### src/rtl/dial_lock_ctrl_if.sv
// Signal bundle between a rotary-dial front panel and its lock controller.
// master = panel side (code, dial, tryopen); slave = controller.
interface dial_lock_ctrl_if #(
    parameter int N_POS    = 10,
    parameter int N_DIGITS = 6,
    parameter int DW       = 4,
    parameter int MAX_FAIL = 3
);
    logic [N_DIGITS*DW-1:0]          code;
    logic [N_POS-1:0]                dial;
    logic                            tryopen;
    logic                            open;
    logic                            locked_out;
    logic                            entry_err;
    logic [$clog2(MAX_FAIL+1)-1:0]   fail_cnt;
    logic [$clog2(N_DIGITS+1)-1:0]   digits_cnt;

    modport master (
        output code, dial, tryopen,
        input  open, locked_out, entry_err,
        input  fail_cnt, digits_cnt
    );

    modport slave (
        input  code, dial, tryopen,
        output open, locked_out, entry_err,
        output fail_cnt, digits_cnt
    );
endinterface

### src/rtl/dial_lock_ctrl.sv
// Rotary-dial combination lock: records a digit at each direction
// reversal, checks the entry on tryopen, counts failures, locks out.
module dial_lock_ctrl #(
    parameter int N_POS       = 10,
    parameter int N_DIGITS    = 6,
    parameter int DW          = 4,
    parameter int MAX_FAIL    = 3,
    parameter int LOCKOUT_CYC = 1000
) (
    input  logic           clk,
    input  logic           rst_n,
    dial_lock_ctrl_if.slave bus
);
    localparam int FW = $clog2(MAX_FAIL + 1);
    localparam int CW = $clog2(N_DIGITS + 1);
    localparam int LW = $clog2(LOCKOUT_CYC + 1);
    localparam int NB = N_DIGITS - 1;

    typedef enum logic [2:0] {
        IDLE,
        TRACK,
        ROTATE,
        OPEN,
        LOCKOUT
    } state_t;

    state_t              state, state_n;
    logic [N_POS-1:0]    dial_q;
    logic                try_q, try_p;
    logic [DW-1:0]       last, last_n;
    logic                dir, dir_n;
    logic [NB-1:0][DW-1:0] digs, digs_n;
    logic [CW-1:0]       cnt, cnt_n;
    logic                err, err_n;
    logic [FW-1:0]       fail, fail_n;
    logic [LW-1:0]       tmr, tmr_n;

    logic                valid, same;
    logic                up, dn, jump;
    logic                rise, hit;
    logic [DW-1:0]       pos, inc, dec;

    assign valid = $onehot(dial_q);
    assign rise  = try_q & ~try_p;

    always_comb begin
        pos = '0;
        for (int i = 0; i < N_POS; i++)
            if (dial_q[i]) pos = DW'(i);
    end

    assign inc = (last == DW'(N_POS - 1)) ? '0 : last + 1'b1;
    assign dec = (last == '0) ? DW'(N_POS - 1) : last - 1'b1;

    assign same = (pos == last);
    assign up   = valid && !same && (pos == inc);
    assign dn   = valid && !same && !up && (pos == dec);
    assign jump = valid && !same && !up && !dn;

    always_comb begin
        state_n = state;
        last_n  = last;
        dir_n   = dir;
        digs_n  = digs;
        cnt_n   = cnt;
        err_n   = err;
        fail_n  = fail;
        tmr_n   = tmr;
        hit     = 1'b0;
        unique case (state)
            IDLE: begin
                if (valid) begin
                    last_n  = pos;
                    state_n = TRACK;
                end
            end
            TRACK, ROTATE: begin
                if (valid && !same) last_n = pos;
                if (jump) begin
                    err_n = 1'b1;
                end else if (up || dn) begin
                    if (state == TRACK) begin
                        dir_n   = up;
                        state_n = ROTATE;
                    end else if (up != dir) begin
                        dir_n = up;
                        if (!err) begin
                            if (cnt == CW'(NB)) begin
                                err_n = 1'b1;
                            end else begin
                                for (int i = 0; i < NB; i++)
                                    if (CW'(i) == cnt) digs_n[i] = last;
                                cnt_n = cnt + 1'b1;
                            end
                        end
                    end
                end
                // The sample above is folded in before judging the entry.
                if (rise) begin
                    hit = !err_n && (cnt_n == CW'(NB)) &&
                          (last_n == bus.code[DW-1:0]);
                    for (int i = 0; i < NB; i++)
                        if (digs_n[i] !=
                            bus.code[(N_DIGITS-i)*DW-1 -: DW])
                            hit = 1'b0;
                    digs_n = '0;
                    cnt_n  = '0;
                    err_n  = 1'b0;
                    dir_n  = 1'b0;
                    if (hit) begin
                        fail_n  = '0;
                        state_n = OPEN;
                    end else begin
                        fail_n  = fail + 1'b1;
                        tmr_n   = '0;
                        state_n = (fail == FW'(MAX_FAIL - 1)) ?
                                  LOCKOUT : IDLE;
                    end
                end
            end
            OPEN: begin
                if (!try_q) state_n = IDLE;
            end
            LOCKOUT: begin
                if (tmr == LW'(LOCKOUT_CYC - 1)) begin
                    tmr_n   = '0;
                    fail_n  = '0;
                    state_n = IDLE;
                end else begin
                    tmr_n = tmr + 1'b1;
                end
            end
            default: state_n = IDLE;
        endcase
    end

    always_ff @(posedge clk) begin
        if (!rst_n) begin
            state  <= IDLE;
            dial_q <= '0;
            try_q  <= 1'b1;
            try_p  <= 1'b1;
            last   <= '0;
            dir    <= 1'b0;
            digs   <= '0;
            cnt    <= '0;
            err    <= 1'b0;
            fail   <= '0;
            tmr    <= '0;
        end else begin
            state  <= state_n;
            dial_q <= bus.dial;
            try_q  <= bus.tryopen;
            try_p  <= try_q;
            last   <= last_n;
            dir    <= dir_n;
            digs   <= digs_n;
            cnt    <= cnt_n;
            err    <= err_n;
            fail   <= fail_n;
            tmr    <= tmr_n;
        end
    end

    assign bus.open       = (state == OPEN);
    assign bus.locked_out = (state == LOCKOUT);
    assign bus.entry_err  = err;
    assign bus.fail_cnt   = fail;
    assign bus.digits_cnt = cnt;
endmodule

### src/flat_wrapper.sv
// flat-port wrapper written by rule: the top's interface ports become plain ports
module dial_lock_ctrl_flat 
#(
    parameter int N_POS       = 10,
    parameter int N_DIGITS    = 6,
    parameter int DW          = 4,
    parameter int MAX_FAIL    = 3,
    parameter int LOCKOUT_CYC = 1000
)
  (clk, rst_n, bus_code, bus_dial, bus_tryopen, bus_open, bus_locked_out, bus_entry_err, bus_fail_cnt, bus_digits_cnt);
  dial_lock_ctrl_if #(.N_POS(N_POS), .N_DIGITS(N_DIGITS), .DW(DW), .MAX_FAIL(MAX_FAIL)) bus_i ();
  input  logic clk;
  input  logic rst_n;
  input wire logic [$bits(bus_i.code)-1:0] bus_code;
  input wire logic [$bits(bus_i.dial)-1:0] bus_dial;
  input wire logic [$bits(bus_i.tryopen)-1:0] bus_tryopen;
  output wire logic [$bits(bus_i.open)-1:0] bus_open;
  output wire logic [$bits(bus_i.locked_out)-1:0] bus_locked_out;
  output wire logic [$bits(bus_i.entry_err)-1:0] bus_entry_err;
  output wire logic [$bits(bus_i.fail_cnt)-1:0] bus_fail_cnt;
  output wire logic [$bits(bus_i.digits_cnt)-1:0] bus_digits_cnt;
  assign bus_i.code = bus_code;
  assign bus_i.dial = bus_dial;
  assign bus_i.tryopen = bus_tryopen;
  assign bus_open = bus_i.open;
  assign bus_locked_out = bus_i.locked_out;
  assign bus_entry_err = bus_i.entry_err;
  assign bus_fail_cnt = bus_i.fail_cnt;
  assign bus_digits_cnt = bus_i.digits_cnt;
  dial_lock_ctrl #(.N_POS(N_POS), .N_DIGITS(N_DIGITS), .DW(DW), .MAX_FAIL(MAX_FAIL), .LOCKOUT_CYC(LOCKOUT_CYC)) u_core (.clk(clk), .rst_n(rst_n), .bus(bus_i));
endmodule
### config.mk
export PLATFORM = sky130hd
export DESIGN_NAME = dial_lock_ctrl_flat
export DESIGN_NICKNAME = d
export VERILOG_FILES = /design/src/rtl/dial_lock_ctrl_if.sv /design/src/rtl/dial_lock_ctrl.sv /design/src/flat_wrapper.sv
export SDC_FILE = /design/constraint.sdc
export NUM_CORES = 1
export LEC_CHECK = 0
export BUFFER_PORTS_ARGS = -buffer_cell sky130_fd_sc_hd__buf_4
export CAP_MARGIN = 20
export CORE_MARGIN = 8
export CORE_UTILIZATION = 60
export DETAILED_ROUTE_END_ITERATION = 10
export GPL_ROUTABILITY_DRIVEN = 0
export GPL_TIMING_DRIVEN = 0
export HOLD_SLACK_MARGIN = 0.05
export PLACE_DENSITY_LB_ADDON = 0.1
export SLEW_MARGIN = 20
export SYNTH_ARGS = -nofsm -noshare
export SYNTH_HDL_FRONTEND = slang
export SYNTH_SLANG_ARGS = --single-unit
### constraint.sdc
create_clock -name clk -period 7.2 [get_ports clk]
set_input_delay 1.44 -clock clk [delete_from_list [all_inputs] [get_ports clk]]
set_output_delay 1.44 -clock clk [all_outputs]
set_load 0.01 [all_outputs]
* After elaboration in Yosys (flattened, before gate mapping)
Cells that the tools add are included.
** Storage, ports and cells
- Output and inout bits :: 8
- Bits in registers :: 56
** Operators by class
- Equal/unequal tests :: 33
- Add/sub/neg operators :: 14
- Bitwise operators :: 2
- Reduce and logical (&&, ||, !) cells :: 25
- Muxes and demuxes :: 74
** Operator list (count)
- $mux W20 :: 8
- $mux W3 :: 21
- $mux W4 :: 12
- $mux W10 :: 3
- $mux W1 :: 21
- $ne A4 B4 Y1 :: 5
- $pmux W10 S2 :: 1
- $add A4 B4 Y4 :: 4
- $eq A4 B4 Y1 :: 4
- $pmux W3 S4 :: 1
- $add A1 B1 Y2 :: 5
- $add A10 B1 Y10 const B :: 1
- $eq A10 B10 Y1 const B :: 1
- $mux W2 :: 5
- $eq A3 B3 Y1 const B :: 3
- $pmux W4 S2 :: 1
- $logic_and A1 B1 Y1 :: 7
- $eq A2 B3 Y1 const A :: 2
- $eq A3 B2 Y1 const B :: 2
- $logic_not A3 Y1 :: 2
- $ne A2 B1 Y1 const B :: 3
- $ne A2 B2 Y1 const B :: 3
- $ne A3 B1 Y1 const B :: 2
- $reduce_and A3 Y1 :: 2
- 24 further kinds :: 29

* Longest topological paths before layout
Gate-level depths: netlist of the first run.
- Depth in word-level cells :: 33
- Depth in mapped cells :: 22
- Depth with buffers taken out :: 20

* Worst setup path after synthesis of the first run
No wires, ideal clock.
- Kind :: register to register
- Start point :: reg u_core.dial_q[5]
- End point :: reg u_core.fail[0], in the netlist u_core.bus.fail_cnt[0]
- Buffers on the path :: 2
- Arrival time :: 4.899 ns
- Path slack :: 2.186 ns
- Stages on the path, launching flop included :: 23
- Path through :: dfxtp_1 > inv_1 > ha_1 > inv_1 > fa_1 > fa_1 > inv_1 > fa_1 > inv_1 > fa_1 > nor2b_1 > a31oi_1 > nor2_1 > nand2_1 > buf_2 > o32ai_4 > nor3b_1 > a311oi_1 > nand4_1 > nor4_2 > buf_4 > nor2_1 > o21ba_2
** Between the ends
- Word-level cells in the longest chain between the ends :: 29
- Elaborated cells on any way between the ends :: 60
- Those cells by class :: add/sub (4); eq/ne (12); mux (32); reduce/logical (12)
** RTL lines
- start: declaration :: line dial_lock_ctrl.sv:28 : logic [N_POS-1:0] dial_q;
- start signal: assignment :: line dial_lock_ctrl.sv:152 : dial_q <= bus.dial;
- parallel branches: the longest is 23 deep, another holds $add A4 B4 Y4
- $mux W1 (*) :: line dial_lock_ctrl.sv:103 : if (digs_n[i] !=
- $mux W1 (*) :: line dial_lock_ctrl.sv:99 : if (rise) begin
- $mux W1 (*) :: line dial_lock_ctrl.sv:70 : unique case (state)
- $mux W2 (*) :: line dial_lock_ctrl.sv:110 : if (hit) begin
- $mux W2 (*) :: line dial_lock_ctrl.sv:99
- $pmux W2 S2 (*) :: line dial_lock_ctrl.sv:70
- end signal: assignment :: line dial_lock_ctrl.sv:160 : fail <= fail_n;
- end: declaration :: line dial_lock_ctrl.sv:35 : logic [FW-1:0] fail, fail_n;
Mark *: on every way between the ends. The select of a mux whose other input is x is not followed.
A chain may end at the register's enable or synchronous reset.

* Worst setup path after layout of the first run
Same ends and word-level chain as after synthesis.

==> flow_summary.toml, run 1 <==
[pwr]
p_per_area_mw_per_mm2 = 245
switchingPower_mw = 0.580
clockPowerShare_pct = 15.1
p_leak_nw = 1.84
p_seq_share_pct = 28.0
swShare_pct = 47.4
p_total_mw = 1.22
power.internal_mw = 0.644
vdd_drop_max_v = 0.000135
power_frac_comb_pct = 56.9

[logic_synthesis]
synth_largest_area_cell = "dfxtp_1"
synthCells = 582
synth_edf_count = 0
yosysSeqAreaShare_pct = 25.1
ys.flop_type = "dfxtp_1"
synth-seq-cells = 56
synth_nets = 642
ys_types = 78
ys_top_cells_by_area = "dfxtp_1, ha_1, nand2_1, a21oi_1, nor2_1"
synth_top_area_share_pct = 25.1
synth_area_sq_mm = 0.00446
syn_area_per_cell_sq_um = 7.66
yosys_warnings = 0
synthArstFlopShare_pct = 0

[clock_network]
clockBufferDepth = 2
clock_sinks = 56
post_cts_buffers = 0
cts_hold_buf = 0
insertion_delay_ns = 0.32
cts_tree = "built"
path_clk_slew_ns = 0.11
numCtsBuffers = 5
htree_num_levels = 2
root_buffer = "clkbuf_8"
cts.repair.resized = 0

[routing]
ant_nets = 0
vias = 4578
drcViolationCount = 0
drt_iter0_drc = 391
vias_per_cell = 6.25
wl_microns = 12600
avgRoutedWirePerCell_microns = 17.2
drtPass1Iterations = 6

[setup_path]
crit_required_ns = 7.42
rrSetupSlack_ns = 1.07
crit_path_end_kind = "flop"
cp_max_fo = 10
crit_path_start_kind = "flop"
critPathArrivalTime_ns = 6.36
path_class = "flop to flop"

[cells_and_area]
nets = 692
final_cell_area_sq_mm = 0.00500
fillCellCount = 653
fin_util_pct = 69.3
synthToLayoutAreaGrowth_pct = 12.2
insertedDiodeCount = 0
most-common-layout-cells = "nand2_1, dfxtp_1, nor2_1, buf_4, inv_1"
fin_cells = 732
drive_above_1_share_pct = 13.7

[timing]
setup_violations = 0
fmax_mhz = 163
hold_slack_ns = 0.457
maxSlewViolCount = 0
rsz0062_at_grt = "false"
fin_skew_ns = 0.00470
max_slew.worst_pin.slew_ns = 0.965
setup_ws_ns = 1.07
setup_tns_ns = 0
finalCritPeriodShare_pct = 85.2
min_period_ns = 6.13
maxSlewHeadroom_pct = 35.5
final_hold_viol_count = 0

[grt]
antenna_found_initial = 0
gr-total-overflow = 0
grt_max_degree = 20
grtUsageTotal_pct = 25.1
grt_pass1_wl_microns = 20900
grt_pass1_vias = 4299

[place]
port-buffer-count = 43
place_ws_ns = 1.18
dpl-instance-area_sq_mm = 0.00490
placed_cells = 724
hpwl_microns = 9750

[floorplanning]
coreArea_sq_mm = 0.00721
ios = 45
fp-row-count = 31
start_util_pct = 61.8
die_h_microns = 102
dieArea_sq_mm = 0.0104
die_x_microns = 102

[flow_run]
maxCapViolations = 0

[min_path]
min_path_type = "flop to flop"

[status]
status = "finished clean"
## area by class of cell
class                      count  area [sq um]  area share, %
clock inverter                 3          26.3          0.526
buffer                        34           158           3.15
sequential                    56          1120           22.4
inverter                      46           173           3.45
timing repair buffer          43           323           6.46
multi-input combinational    446          3010           60.1
tap                           99           124           2.48
clock buffer                   5          68.8           1.38
## state kept, by name, indices dropped and copies added (netlist names)
name,flops
u_core.digs,20
u_core.try_q,1
u_core.last,4
u_core.bus.digits_cnt,3
u_core.bus.entry_err,1
u_core.dial_q,10
u_core.tmr,10
u_core.bus.fail_cnt,2
u_core.state,3
u_core.dir,1
u_core.try_p,1
## worst paths after layout
path                               startpoint                             endpoint  depth (start not counted)
hold reg to reg   u_core.digs[0]$_SDFFE_PN0N_          u_core.digs[0]$_SDFFE_PN0N_                          2
hold / removal    u_core.digs[0]$_SDFFE_PN0N_          u_core.digs[0]$_SDFFE_PN0N_                          2
setup / recovery  u_core.dial_q[5]$_SDFF_PN0_  u_core.bus.fail_cnt[0]$_SDFFE_PN0P_                         21
setup reg to reg  u_core.dial_q[5]$_SDFF_PN0_  u_core.bus.fail_cnt[0]$_SDFFE_PN0P_                         21
## cell usage after synthesis (3+ instances only)
| master | count |
|---|---|
| a211o_1 | 3 |
| a211oi_1 | 4 |
| a21oi_1 | 35 |
| a22oi_1 | 15 |
| a31oi_1 | 9 |
| and2_1 | 10 |
| buf_2 | 9 |
| buf_4 | 3 |
| clkbuf_1 | 21 |
| dfxtp_1 | 56 |
| fa_1 | 6 |
| ha_1 | 17 |
| inv_1 | 44 |
| mux2i_1 | 15 |
| nand2_1 | 56 |
| nand2b_1 | 18 |
| nand3_1 | 20 |
| nand3b_1 | 4 |
| nand4_1 | 13 |
| nor2_1 | 46 |
| nor2b_1 | 13 |
| nor3_1 | 15 |
| nor3b_1 | 6 |
| nor4_1 | 6 |
| o2111ai_1 | 3 |
| o211ai_1 | 4 |
| o21ai_0 | 33 |
| o22ai_1 | 9 |
| o32ai_1 | 3 |
| or2_2 | 5 |
| or3_1 | 3 |
| xnor2_1 | 13 |
| xor2_1 | 8 |
## critical path, cell delays in order, from the launching register on
cell	delay, ns
dfxtp_1	0.42
inv_1	0.06
ha_1	0.26
inv_1	0.04
fa_1	0.46
fa_1	0.51
inv_1	0.05
fa_1	0.41
inv_1	0.08
fa_1	0.18
nor2b_1	0.14
a31oi_1	0.12
nor2_1	0.56
nand2_1	0.29
o32ai_1	0.91
mux2i_1	0.21
a2111oi_2	0.32
nand4_1	0.15
nor4_2	0.27
buf_4	0.25
nor2_1	0.12
o21ba_2	0.23
## cells by family after synthesis
kind of cell / count (synthesis) / share of synthesized area [%]
XOR/XNOR: 21 / 4.13
adder cells (fa/ha/maj): 24 / 7.69
flip-flops: 56 / 25.1
AND/OR/NAND/NOR: 231 / 27.3
AO/OA/AOI/OAI: 154 / 24.7
multiplexers: 16 / 3.62
buffers and inverters: 80 / 7.41
## power groups by stage
stage / logic (mW) / clock network, mW / registers [mW]
detailed placement: 0.677 / 0 / 0.350
CTS: 0.680 / 0.188 / 0.343
global placement: 0.663 / 0 / 0.349
floorplan: 0.508 / 0 / 0.346
finish: 0.696 / 0.185 / 0.343
global route: 0.756 / 0.202 / 0.346
## per-layer routing
layer,GRT usage (%),wire (microns),vias up
met5,0,0,-
met3,4.09,1140,35
met2,37.9,5610,230
li1,-,-,2188
met4,11.2,382,0
met1,34.1,5490,2125
Note: power is estimated with default switching activity, not from simulation.
==> run 2, diff against run 1 <==
Settings changed: CORE_UTILIZATION 60 to 37.
==> flow_summary.toml, run 2 (same netlist as run 1, synthesis figures left out) <==
[status]
status = "finished clean"

[routing]
vias = 4394
wl_microns = 13600
vias_per_cell = 5.63
drt_iter0_drc = 335
avgRoutedWirePerCell_microns = 17.5
ant_nets = 0
drtPass1Iterations = 5
drcViolationCount = 0

[cells_and_area]
largest_register_ffs = 20
most-common-layout-cells = "nand2_1, dfxtp_1, nor2_1, buf_4, inv_1"
fillCellCount = 1300
top_regs = "u_core.digs: 20 flops, u_core.dial_q: 10 flops, u_core.tmr: 10 flops"
fin_cells = 780
synthToLayoutAreaGrowth_pct = 14.7
max_flop_register = "u_core.digs"
insertedDiodeCount = 0
nets = 692
final_cell_area_sq_mm = 0.00511
drive_above_1_share_pct = 13.7

[timing]
fin_skew_ns = 0.00880
rsz0062_at_grt = "false"
setup_violations = 0
fmax_mhz = 168
min_period_ns = 5.94
finalCritPeriodShare_pct = 82.5
max_slew.worst_pin.slew_ns = 0.874
setup_tns_ns = 0
maxSlewViolCount = 0
maxSlewHeadroom_pct = 41.2
final_hold_viol_count = 0
hold_slack_ns = 0.457

[grt]
grt_pass1_wl_microns = 22000
gr-total-overflow = 0
grt_max_degree = 19
antenna_found_initial = 0
grtUsageTotal_pct = 17.2
grt_pass1_vias = 4189

[setup_path]
crit_path_end_kind = "flop"
critPathArrivalTime_ns = 6.15
path_class = "flop to flop"
crit_path_start_kind = "flop"
cp_max_fo = 10
crit_required_ns = 7.41

[clock_network]
post_cts_buffers = 0
insertion_delay_ns = 0.31
numCtsBuffers = 5
root_buffer = "clkbuf_16"
cts_tree = "built"
clock_sinks = 56
path_clk_slew_ns = 0.08
cts_hold_buf = 0
clockBufferDepth = 2
cts.repair.resized = 0
htree_num_levels = 2

[place]
placed_cells = 772
port-buffer-count = 43
hpwl_microns = 10600
dpl-instance-area_sq_mm = 0.00496

[floorplanning]
start_util_pct = 37.4
fp-row-count = 40
coreArea_sq_mm = 0.0119
dieArea_sq_mm = 0.0158
die_h_microns = 126
ios = 45
die_x_microns = 126

[min_path]
min_path_type = "flop to flop"

[pwr]
vdd_drop_max_v = 0.000114
p_per_area_mw_per_mm2 = 255
p_seq_share_pct = 26.2
power.internal_mw = 0.704
p_leak_nw = 1.87
swShare_pct = 46.1
clockPowerShare_pct = 19.8
switchingPower_mw = 0.602
power_frac_comb_pct = 53.9

[flow_run]
maxCapViolations = 0
## run 2: cell count changes in the layout (fill, tap and decap cells not counted), sizes merged
cell / before / now
clkinvlp: 2 / 0
clkinv: 2 / 4
## run 2: worst paths after layout
path	endpoint	cells past startpoint	slack, ns	start
worst max register to register	u_core.bus.fail_cnt[0]$_SDFFE_PN0P_	21	1.26	u_core.dial_q[5]$_SDFF_PN0_
worst max-delay path	u_core.bus.fail_cnt[0]$_SDFFE_PN0P_	21	1.26	u_core.dial_q[5]$_SDFF_PN0_
worst min-delay path	u_core.digs[0]$_SDFFE_PN0N_	2	0.46	u_core.digs[0]$_SDFFE_PN0N_
worst min register to register	u_core.digs[0]$_SDFFE_PN0N_	2	0.46	u_core.digs[0]$_SDFFE_PN0N_
## run 2: layout make-up
type / count / area, sq um / share of cell area (%)
Multi-Input combinational cell: 446 / 3010 / 58.8
Clock inverter: 3 / 22.5 / 0.441
Sequential cell: 56 / 1120 / 21.9
Buffer: 34 / 158 / 3.08
Tap cell: 147 / 184 / 3.60
Inverter: 46 / 173 / 3.38
Timing Repair Buffer: 43 / 323 / 6.31
Clock buffer: 5 / 125 / 2.45
## run 2: critical path, stage by stage (launching register included)
cell,delay (ns)
dfxtp_1,0.41
inv_1,0.06
ha_1,0.27
inv_1,0.04
fa_1,0.47
fa_1,0.52
inv_1,0.05
fa_1,0.41
inv_1,0.08
fa_1,0.17
nor2b_1,0.13
a31oi_1,0.10
nor2_1,0.52
nand2_1,0.28
o32ai_1,0.77
mux2i_1,0.19
a2111oi_2,0.35
nand4_1,0.20
nor4_2,0.24
buf_4,0.24
nor2_1,0.11
o21ba_2,0.21
## run 2: power groups by stage
stage,sequential [mW],clock (mW),combinational (mW)
finish,0.343,0.259,0.705
global route,0.346,0.278,0.773
CTS,0.343,0.269,0.698
detailed placement,0.350,0,0.695
global placement,0.350,0,0.689
floorplan,0.346,0,0.508
## run 2: through the flow
step                      total power, mW  utilization, %  setup slack, ns
after global routing                 1.40            42.9            0.751
final                                1.31            42.9             1.26
after CTS                            1.31            42.9             1.27
after floorplan                     0.854               -             2.19
after global placement               1.04            41.7             1.32
after detailed placement             1.05            41.7             1.27
## run 2: routing by layer
metal	vias to the layer above	GRT usage [%]	part of all wire, %
li1	2188	-	-
met1	2081	22.7	47
met2	101	27.4	46
met3	24	2.95	4.6
met4	0	6.86	2.6
met5	-	0	0
